**config.mk**
```make
export PLATFORM = sky130hd
export DESIGN_NAME = multicycle_ctrl
export DESIGN_NICKNAME = d
export VERILOG_FILES = /design/src/rtl/multicycle_ctrl.sv
export SDC_FILE = /design/constraint.sdc
export NUM_CORES = 1
export LEC_CHECK = 0
export CAP_MARGIN = 20
export CORE_ASPECT_RATIO = 0.8
export CORE_MARGIN = 3
export CORE_UTILIZATION = 56
export CTS_CLUSTER_DIAMETER = 150
export DETAILED_ROUTE_END_ITERATION = 6
export DONT_BUFFER_PORTS = 1
export GPL_TIMING_DRIVEN = 1
export PLACE_DENSITY_LB_ADDON = 0.25
export SLEW_MARGIN = 20
export SYNTH_ARGS = -nofsm -noshare
export SYNTH_HDL_FRONTEND = slang
export SYNTH_SLANG_ARGS = --single-unit
```
**constraint.sdc**
```tcl
create_clock -name clk -period 1.94 [get_ports clk]
set_input_delay 0.388 -clock clk [delete_from_list [all_inputs] [get_ports clk]]
set_output_delay 0.388 -clock clk [all_outputs]
set_load 0.01 [all_outputs]
```
**src/rtl/multicycle_ctrl.sv**
```systemverilog
// -----------------------------------------------------------------------------
// multicycle_ctrl
//
// Main control FSM for a multi-cycle RISC-V style datapath. The FSM moves each
// instruction through FETCH -> DECODE -> execute/memory states -> write-back.
// It decodes the datapath strobes combinationally from the current state, and
// for a few outputs also from mem_ready, zero and funct3.
//
// A wait counter watches every state that talks to memory (FETCH, MEMRD,
// MEMWR). If mem_ready stays low for TIMEOUT consecutive cycles, the FSM parks
// in FAULT. Only rst leaves FAULT.
//
// Parameters
//   TIMEOUT     consecutive memory-wait cycles tolerated before faulting
//               (legal range 2..255)
//
// Ports
//   clk         system clock, rising edge
//   rst         synchronous, active-high reset
//   opcode      IR[6:0], held from the FETCH ir_write until the next FETCH
//   funct3      IR[14:12], selects the branch condition
//   zero        ALU zero flag, valid in the same cycle
//   mem_ready   memory completes the pending access this cycle
//   mem_req     memory access request
//   mem_we      memory write access
//   iord        memory address source (0 = PC, 1 = ALUOut)
//   ir_write    instruction register load strobe
//   pc_write    program counter load strobe
//   pc_src      PC next source (0 = ALU result, 1 = ALUOut)
//   reg_write   register file write strobe
//   mem_to_reg  register write data select (1 = memory data)
//   alusrc_a    ALU A operand (0 = PC, 1 = rs1)
//   alusrc_b    ALU B operand (00 = rs2, 01 = const 4, 10 = imm)
//   aluop       ALU operation class for alu_ctrl
//   retire      one-cycle pulse per completed instruction
//   fault       sticky fault indication
//   state       current FSM state (debug)
// -----------------------------------------------------------------------------
module multicycle_ctrl #(
  parameter int unsigned TIMEOUT = 16
) (
  input  logic       clk,
  input  logic       rst,
  input  logic [6:0] opcode,
  input  logic [2:0] funct3,
  input  logic       zero,
  input  logic       mem_ready,
  output logic       mem_req,
  output logic       mem_we,
  output logic       iord,
  output logic       ir_write,
  output logic       pc_write,
  output logic       pc_src,
  output logic       reg_write,
  output logic       mem_to_reg,
  output logic       alusrc_a,
  output logic [1:0] alusrc_b,
  output logic [1:0] aluop,
  output logic       retire,
  output logic       fault,
  output logic [3:0] state
);

  typedef enum logic [3:0] {
    S_FETCH  = 4'd0,
    S_DECODE = 4'd1,
    S_MEMADR = 4'd2,
    S_MEMRD  = 4'd3,
    S_MEMWB  = 4'd4,
    S_MEMWR  = 4'd5,
    S_EXEC_R = 4'd6,
    S_EXEC_I = 4'd7,
    S_ALUWB  = 4'd8,
    S_BRANCH = 4'd9,
    S_FAULT  = 4'd15
  } state_e;

  localparam logic [6:0] OP_R      = 7'b0110011;
  localparam logic [6:0] OP_I      = 7'b0010011;
  localparam logic [6:0] OP_LOAD   = 7'b0000011;
  localparam logic [6:0] OP_STORE  = 7'b0100011;
  localparam logic [6:0] OP_BRANCH = 7'b1100011;

  localparam logic [1:0] SRCB_RS2  = 2'b00;
  localparam logic [1:0] SRCB_FOUR = 2'b01;
  localparam logic [1:0] SRCB_IMM  = 2'b10;

  localparam logic [1:0] ALUOP_ADD = 2'b00;
  localparam logic [1:0] ALUOP_BR  = 2'b01;
  localparam logic [1:0] ALUOP_R   = 2'b10;
  localparam logic [1:0] ALUOP_I   = 2'b11;

  // The counter holds (wait cycles already spent). The TIMEOUT-th wait cycle
  // therefore sees a count of TIMEOUT-1.
  localparam logic [7:0] WAIT_LAST = 8'(TIMEOUT - 1);

  state_e     state_q, state_d;
  logic [7:0] wait_q, wait_d;
  logic       timeout_hit;
  logic       mem_state;

  // beq takes the branch on zero, bne on !zero. Other encodings never write
  // the PC.
  function automatic logic branch_taken(input logic [2:0] f3, input logic z);
    logic taken;
    taken = 1'b0;
    if (f3 == 3'b000) taken = z;
    else if (f3 == 3'b001) taken = ~z;
    return taken;
  endfunction

  assign mem_state   = (state_q == S_FETCH) || (state_q == S_MEMRD) ||
                       (state_q == S_MEMWR);
  assign timeout_hit = ~mem_ready && (wait_q == WAIT_LAST);

  // Next state and output decode
  always_comb begin
    state_d    = state_q;
    mem_req    = 1'b0;
    mem_we     = 1'b0;
    iord       = 1'b0;
    ir_write   = 1'b0;
    pc_write   = 1'b0;
    pc_src     = 1'b0;
    reg_write  = 1'b0;
    mem_to_reg = 1'b0;
    alusrc_a   = 1'b0;
    alusrc_b   = SRCB_RS2;
    aluop      = ALUOP_ADD;
    retire     = 1'b0;
    fault      = 1'b0;

    case (state_q)
      S_FETCH: begin
        mem_req  = 1'b1;
        alusrc_b = SRCB_FOUR;
        if (mem_ready) begin
          ir_write = 1'b1;
          pc_write = 1'b1;
          state_d  = S_DECODE;
        end else if (timeout_hit) begin
          state_d = S_FAULT;
        end
      end
      S_DECODE: begin
        // Speculatively compute the branch target into ALUOut.
        alusrc_b = SRCB_IMM;
        case (opcode)
          OP_R:               state_d = S_EXEC_R;
          OP_I:               state_d = S_EXEC_I;
          OP_LOAD, OP_STORE:  state_d = S_MEMADR;
          OP_BRANCH:          state_d = S_BRANCH;
          default:            state_d = S_FAULT;
        endcase
      end
      S_MEMADR: begin
        alusrc_a = 1'b1;
        alusrc_b = SRCB_IMM;
        state_d  = (opcode == OP_LOAD) ? S_MEMRD : S_MEMWR;
      end
      S_MEMRD: begin
        mem_req = 1'b1;
        iord    = 1'b1;
        if (mem_ready) state_d = S_MEMWB;
        else if (timeout_hit) state_d = S_FAULT;
      end
      S_MEMWB: begin
        reg_write  = 1'b1;
        mem_to_reg = 1'b1;
        retire     = 1'b1;
        state_d    = S_FETCH;
      end
      S_MEMWR: begin
        mem_req = 1'b1;
        mem_we  = 1'b1;
        iord    = 1'b1;
        if (mem_ready) begin
          retire  = 1'b1;
          state_d = S_FETCH;
        end else if (timeout_hit) begin
          state_d = S_FAULT;
        end
      end
      S_EXEC_R: begin
        alusrc_a = 1'b1;
        alusrc_b = SRCB_RS2;
        aluop    = ALUOP_R;
        state_d  = S_ALUWB;
      end
      S_EXEC_I: begin
        alusrc_a = 1'b1;
        alusrc_b = SRCB_IMM;
        aluop    = ALUOP_I;
        state_d  = S_ALUWB;
      end
      S_ALUWB: begin
        reg_write = 1'b1;
        retire    = 1'b1;
        state_d   = S_FETCH;
      end
      S_BRANCH: begin
        alusrc_a = 1'b1;
        alusrc_b = SRCB_RS2;
        aluop    = ALUOP_BR;
        pc_src   = 1'b1;
        retire   = 1'b1;
        pc_write = branch_taken(funct3, zero);
        state_d  = S_FETCH;
      end
      S_FAULT: begin
        fault = 1'b1;
      end
      default: begin
        // Unused encodings are unreachable. Treat them as a fault so a
        // corrupted state register cannot keep issuing strobes.
        state_d = S_FAULT;
      end
    endcase

    // Reset silences every strobe in the same cycle. An access that is in
    // flight when rst rises is therefore abandoned immediately.
    if (rst) begin
      state_d    = S_FETCH;
      mem_req    = 1'b0;
      mem_we     = 1'b0;
      iord       = 1'b0;
      ir_write   = 1'b0;
      pc_write   = 1'b0;
      pc_src     = 1'b0;
      reg_write  = 1'b0;
      mem_to_reg = 1'b0;
      alusrc_a   = 1'b0;
      alusrc_b   = SRCB_RS2;
      aluop      = ALUOP_ADD;
      retire     = 1'b0;
      fault      = 1'b0;
    end
  end

  // Wait counter: a memory state only loops on itself while mem_ready is low.
  // Staying put therefore means "one more wait cycle". Any transition clears
  // the counter, and that covers entry into FETCH, MEMRD and MEMWR.
  always_comb begin
    wait_d = '0;
    if (!rst && mem_state && (state_d == state_q)) begin
      wait_d = wait_q + 8'd1;
    end
  end

  always_ff @(posedge clk) begin
    if (rst) begin
      state_q <= S_FETCH;
      wait_q  <= '0;
    end else begin
      state_q <= state_d;
      wait_q  <= wait_d;
    end
  end

  assign state = rst ? 4'd0 : state_q;

endmodule

```
==> results.cfg, run 1 <==
[clock_network]
clk_path_buf_depth = 2
cts-root-buf = clkbuf_4
clkSinkCount = 12
htreeDepth = 1
clk_pin_slew_ns = 0.08
cts_hold_buf = 0
cts_buffers = 3
clk_latency_ns = 0.29
cts_tree = yes

[timing]
setup_viol = 8
finalWorstSetupSlack_ns = -0.128
rsz0062_at_grt = true
layout_min_cycle_time_ns = 2.07
hold_violations = 0
post-route-period-util = 1.07
slew_violations = 0
clock.fmax_ghz = 0.484
relSlewSlack = 0.699
finClkSkew_ns = 0.00639
tightest_slew_ns = 0.448
fin_tns_setup_ns = -0.630

[routing]
post_drt_wl_per_cell_um = 19.2
dr.pass1.iters = 6
drc = 0
wl_um = 3770
viasPerCell = 6.72
first_iter_violations = 119
num_vias = 1318
ant_nets = 0

[yosys]
synth-edff-count = 0
ys_top_cells_by_area = dfxtp_1 (22%), nor2_1 (7.0%), xor2_1 (4.1%)
synth_seq_area_share = 0.225
synth.distinct_cells = 47
postSynth.asyncResetShare = 0
yosysWarningCount = 0
syn_area_sq_mm = 0.00107
synth_top_area_frac = 0.225
synthFlopType = dfxtp_1
syn_inst = 143
avgSynthCellArea_sq_um = 7.47
yosys.area.top_type = dfxtp_1
ys_ff_latch = 12
synth_nets = 158

[finish]
multi_input_area_sq_um = 846
layout_commonest_cell = buf_4
mostFrequentLayoutCells = buf_4 (34), nor2_1 (20), nand2_1 (10)
drive_gt1_frac = 0.397
nets = 190
area_growth_pct = 38.9
diodes = 0
n_fill_cell = 90
seqCellArea_sq_um = 256
final_cell_area_sq_mm = 0.00148
layoutNonFillerInstCount = 196
fin_util = 0.869

[power_and_ir_drop]
p_leak_nw = 0.581
max-vdd-ir-drop_uv = 1050
p_int_mw = 1.19
p_switching_mw = 0.988
pwr-share-comb = 0.718
clkPwrFrac = 0.095
switching_share = 0.453
p_per_area_mw_per_mm2 = 1470
power_frac_seq = 0.187

[floorplan]
io_pins = 33
coreArea_sq_mm = 0.00171
chipHeight_um = 45.1
design.die.area_sq_mm = 0.00247
dieWidth_um = 54.8
start_util = 0.626
rows = 13

[worst_setup_path]
arrival_ns = 2.23
end_kind = flip-flop
crit_path_start_kind = flip-flop
worstSetupPathType = flip-flop to flip-flop
path_max_fanout = 11
worstPathRequired_ns = 2.10

[grt]
grt_pass1_vias = 1102
grt_max_degree = 18
antenna_found_initial = 0
grtUsageTotal = 0.281
grt-ovfl-total = 0
grt_pass1_wl_um = 4970

[place]
gp_congestion = 0.845
place_ws_ns = -0.0650
dpl_cell_area_sq_mm = 0.00128
port_buffers = 0
dp.cells = 183
dp_hpwl_um = 2170

[hold_path]
hp-class = input port to flip-flop

[status]
violations = negative setup slack
outcome = complete, but fails checks

[flow_run]
cap_violations = 0
## area by class of cell
class,instances,area share
clock buffer,4,0.0245
inverter,6,0.0152
multi-input combinational,116,0.570
sequential,12,0.173
tap,22,0.0185
timing repair buffer,36,0.199
## synthesized netlist by cell type (all sizes together) (2+ instances only)
cell type	count
a211oi	4
a21oi	6
a31oi	3
and2	2
buf	5
clkbuf	4
dfxtp	12
inv	6
nand2	10
nand2b	2
nand3	4
nor2	23
nor2b	5
nor3	8
nor3b	4
nor4	2
o21ai	6
o21bai	4
or3	4
xnor2	4
xor2	5
## power groups by stage
| stage | combinational, mW | clock [mW] | sequential (mW) |
|---|---|---|---|
| after global placement | 1.18 | 0 | 0.396 |
| final | 1.56 | 0.207 | 0.408 |
| after floorplan | 0.869 | 0 | 0.320 |
| after detailed placement | 1.21 | 0 | 0.402 |
| after global routing | 1.65 | 0.220 | 0.416 |
| after CTS | 1.34 | 0.202 | 0.393 |
## path summary, 6_finish.rpt
check | startpoint | to | cells past startpoint | slack [ns]
setup / recovery | state_q[2] | wait_q[6] | 7 | -0.13
hold / removal | rst | state_q[2] | 1 | 0.15
setup reg to reg | state_q[2] | wait_q[6] | 7 | -0.13
hold reg to reg | wait_q[0] | wait_q[0] | 2 | 0.53
## metal layers
layer	part of all wire	global-route usage	routed length [um]
met1	0.38	0.360	1420
met2	0.45	0.462	1680
met3	0.12	0.0693	459
met4	0.056	0.0846	210
met5	0	0	0
## sequential cells by signal, indices dropped and copies added (netlist names)
register  flops
state_q       4
wait_q        8
## logic make-up (layout without fill, tap and decap cells)
logic type | count (synthesis) | count (layout) | share of synthesized area
and+or+nand+nor | 71 | 71 | 0.362
xor gates and xnor gates | 9 | 9 | 0.0738
adders and majority gates | 1 | 1 | 0.0117
buffers and inverters | 15 | 46 | 0.0632
AOI/OAI and AO/OA | 35 | 35 | 0.265
DFF | 12 | 12 | 0.225
## per-stage QoR
step	total power, mW	hold WS (ns)
floorplan	1.19	0.428
global placement	1.58	0.462
detailed placement	1.61	0.462
CTS	1.94	0.161
global route	2.28	0.143
finish	2.18	0.154
## critical path, stage by stage (launching register included)
cell,delay [ns]
dfxtp_4,0.40
buf_4,0.15
buf_4,0.14
nor3_1,0.39
a21oi_1,0.18
and2_4,0.19
o2111ai_4,0.35
nor2_1,0.12
## what timing repair did
| action | 4_1_cts | 5_1_grt |
|---|---|---|
| resized for setup | 10 | 12 |
| cloned | 0 | 0 |
| buffers inserted | 5 | 4 |
| setup endpoints to repair | 16 | 13 |
| pin swaps | 5 | 5 |
No activity file was read; power rests on OpenSTA's default activity.
==> inputs of run 2 (changes only) <==
--- a/config.mk
+++ b/config.mk
@@ -6,9 +6,11 @@
 export NUM_CORES = 1
 export LEC_CHECK = 0
 export CAP_MARGIN = 20
+export CELL_PAD_IN_SITES_DETAIL_PLACEMENT = 0
+export CELL_PAD_IN_SITES_GLOBAL_PLACEMENT = 2
 export CORE_ASPECT_RATIO = 0.8
 export CORE_MARGIN = 3
-export CORE_UTILIZATION = 56
+export CORE_UTILIZATION = 30
 export CTS_CLUSTER_DIAMETER = 150
 export DETAILED_ROUTE_END_ITERATION = 6
 export DONT_BUFFER_PORTS = 1
==> run 2 against run 1 <==
Effect of this change: the flow now finishes without violations; worst setup slack better by 0.17 ns; via count down 13%; power down 1.7%; critical path depth down 3; combinational power about the same; critical endpoint is now pc_write; largest cell class unchanged; largest power group unchanged.
==> results.cfg, run 2 (synthesis gave the netlist of run 1 again) <==
[routing]
post_drt_wl_per_cell_um = 14.5
num_vias = 1146
dr.pass1.iters = 4
drc = 0
ant_nets = 0
first_iter_violations = 33
viasPerCell = 5.33
wl_um = 3120

[floorplan]
chipHeight_um = 59.4
io_pins = 33
rows = 18
design.die.area_sq_mm = 0.00432
start_util = 0.329
coreArea_sq_mm = 0.00324
dieWidth_um = 72.7

[finish]
layout_commonest_cell = buf_4
nets = 192
reg_top3 = wait_q (8), state_q (4)
fin_util = 0.477
mostFrequentLayoutCells = buf_4 (35), nor2_1 (20), nand2_1 (10)
largest_register_ffs = 8
area_growth_pct = 44.7
drive_gt1_frac = 0.400
diodes = 0
layoutNonFillerInstCount = 215
top_register = wait_q

[power_and_ir_drop]
p_per_area_mw_per_mm2 = 1390
finalPower_mw = 2.14
max-vdd-ir-drop_uv = 553
power_frac_seq = 0.180
p_int_mw = 1.24
switching_share = 0.422
clkPwrFrac = 0.102
p_leak_nw = 0.594
pwr-share-comb = 0.718
p_switching_mw = 0.904

[timing]
hold_violations = 0
clock.fmax_ghz = 0.526
post-route-period-util = 0.981
slew_violations = 0
finClkSkew_ns = 0.00222
tightest_slew_ns = 0.427
setup_viol = 0
rsz0062_at_grt = true
layout_min_cycle_time_ns = 1.90
relSlewSlack = 0.713

[flow_run]
cap_violations = 0

[clock_network]
clk_path_buf_depth = 2
cts_buffers = 3
cts-root-buf = clkbuf_8
cts_tree = yes
clk_pin_slew_ns = 0.05
clkSinkCount = 12
cts_hold_buf = 0
clk_latency_ns = 0.23
htreeDepth = 1

[grt]
grt-ovfl-total = 0
grt_max_degree = 18
use_met3 = 0.0475
antenna_found_initial = 0
grt_pass1_vias = 1102
grtUsageTotal = 0.150
grt_pass1_wl_um = 5100
grt_use_met2 = 0.238
use_met1 = 0.203
grt_busiest_layer = met2

[worst_setup_path]
worstSetupPathType = flip-flop to primary output
end_kind = primary output
arrival_ns = 1.51
path_max_fanout = 8
crit_path_start_kind = flip-flop
reg2reg_slack_ns = 0.07
worstPathRequired_ns = 1.55

[status]
outcome = finished, final reports clean

[place]
dp_hpwl_um = 2410
gp_congestion = 0.953
port_buffers = 0
dp.cells = 208

[hold_path]
hp-class = input port to flip-flop
-- run 2: stage by stage --
step                cell area [sq um]  setup slack [ns]  setup TNS, ns  hold WS (ns)
global placement                 1360           -0.0215        -0.0822         0.440
finish                           1550            0.0374              0         0.213
CTS                              1420           0.00268              0         0.207
detailed placement               1360           -0.0439         -0.159         0.455
global route                     1550           -0.0537         -0.401         0.205
floorplan                        1090            0.0131              0         0.428
-- run 2: repair_timing --
action,4_1_cts,5_1_grt
buffers inserted,2,2
gates resized for setup,5,21
pin swaps,6,10
endpoints found under the setup margin,14,13
-- run 2: layout make-up --
| cell class | instances | area [sq um] |
|---|---|---|
| Inverter | 6 | 22.5 |
| Timing Repair Buffer | 38 | 314 |
| Sequential cell | 12 | 255 |
| Fill cell | 320 | 1700 |
| Multi-Input combinational cell | 116 | 863 |
| Tap cell | 40 | 50.0 |
| Clock buffer | 3 | 41.3 |
-- run 2: worst max-delay path: stages, from the launching register on --
cell	delay, ns
dfxtp_4	0.38
buf_4	0.16
nand2b_1	0.21
nor3_1	0.32
a21o_1	0.21
-- run 2: final timing paths --
check	startpoint	cells after the start	endpoint
setup / recovery	state_q[2]	4	pc_write
hold / removal	rst	1	state_q[3]
setup reg to reg	wait_q[6]	6	wait_q[3]
hold reg to reg	wait_q[0]	1	wait_q[0]
-- run 2: metal layers --
layer	routed length [um]	share of wire	up-vias
met5	0	0	-
met4	8	0.0026	0
met3	214	0.069	3
met2	1430	0.46	37
met1	1460	0.47	531
li1	-	-	575
-- run 2: power groups by stage --
stage | Sequential [mW] | Clock, mW | Combinational [mW]
6_report | 0.386 | 0.219 | 1.54
5_1_grt | 0.393 | 0.235 | 1.67
3_5_place_dp | 0.388 | 0 | 1.31
3_3_place_gp | 0.383 | 0 | 1.31
2_1_floorplan | 0.320 | 0 | 0.869
4_1_cts | 0.378 | 0.223 | 1.36
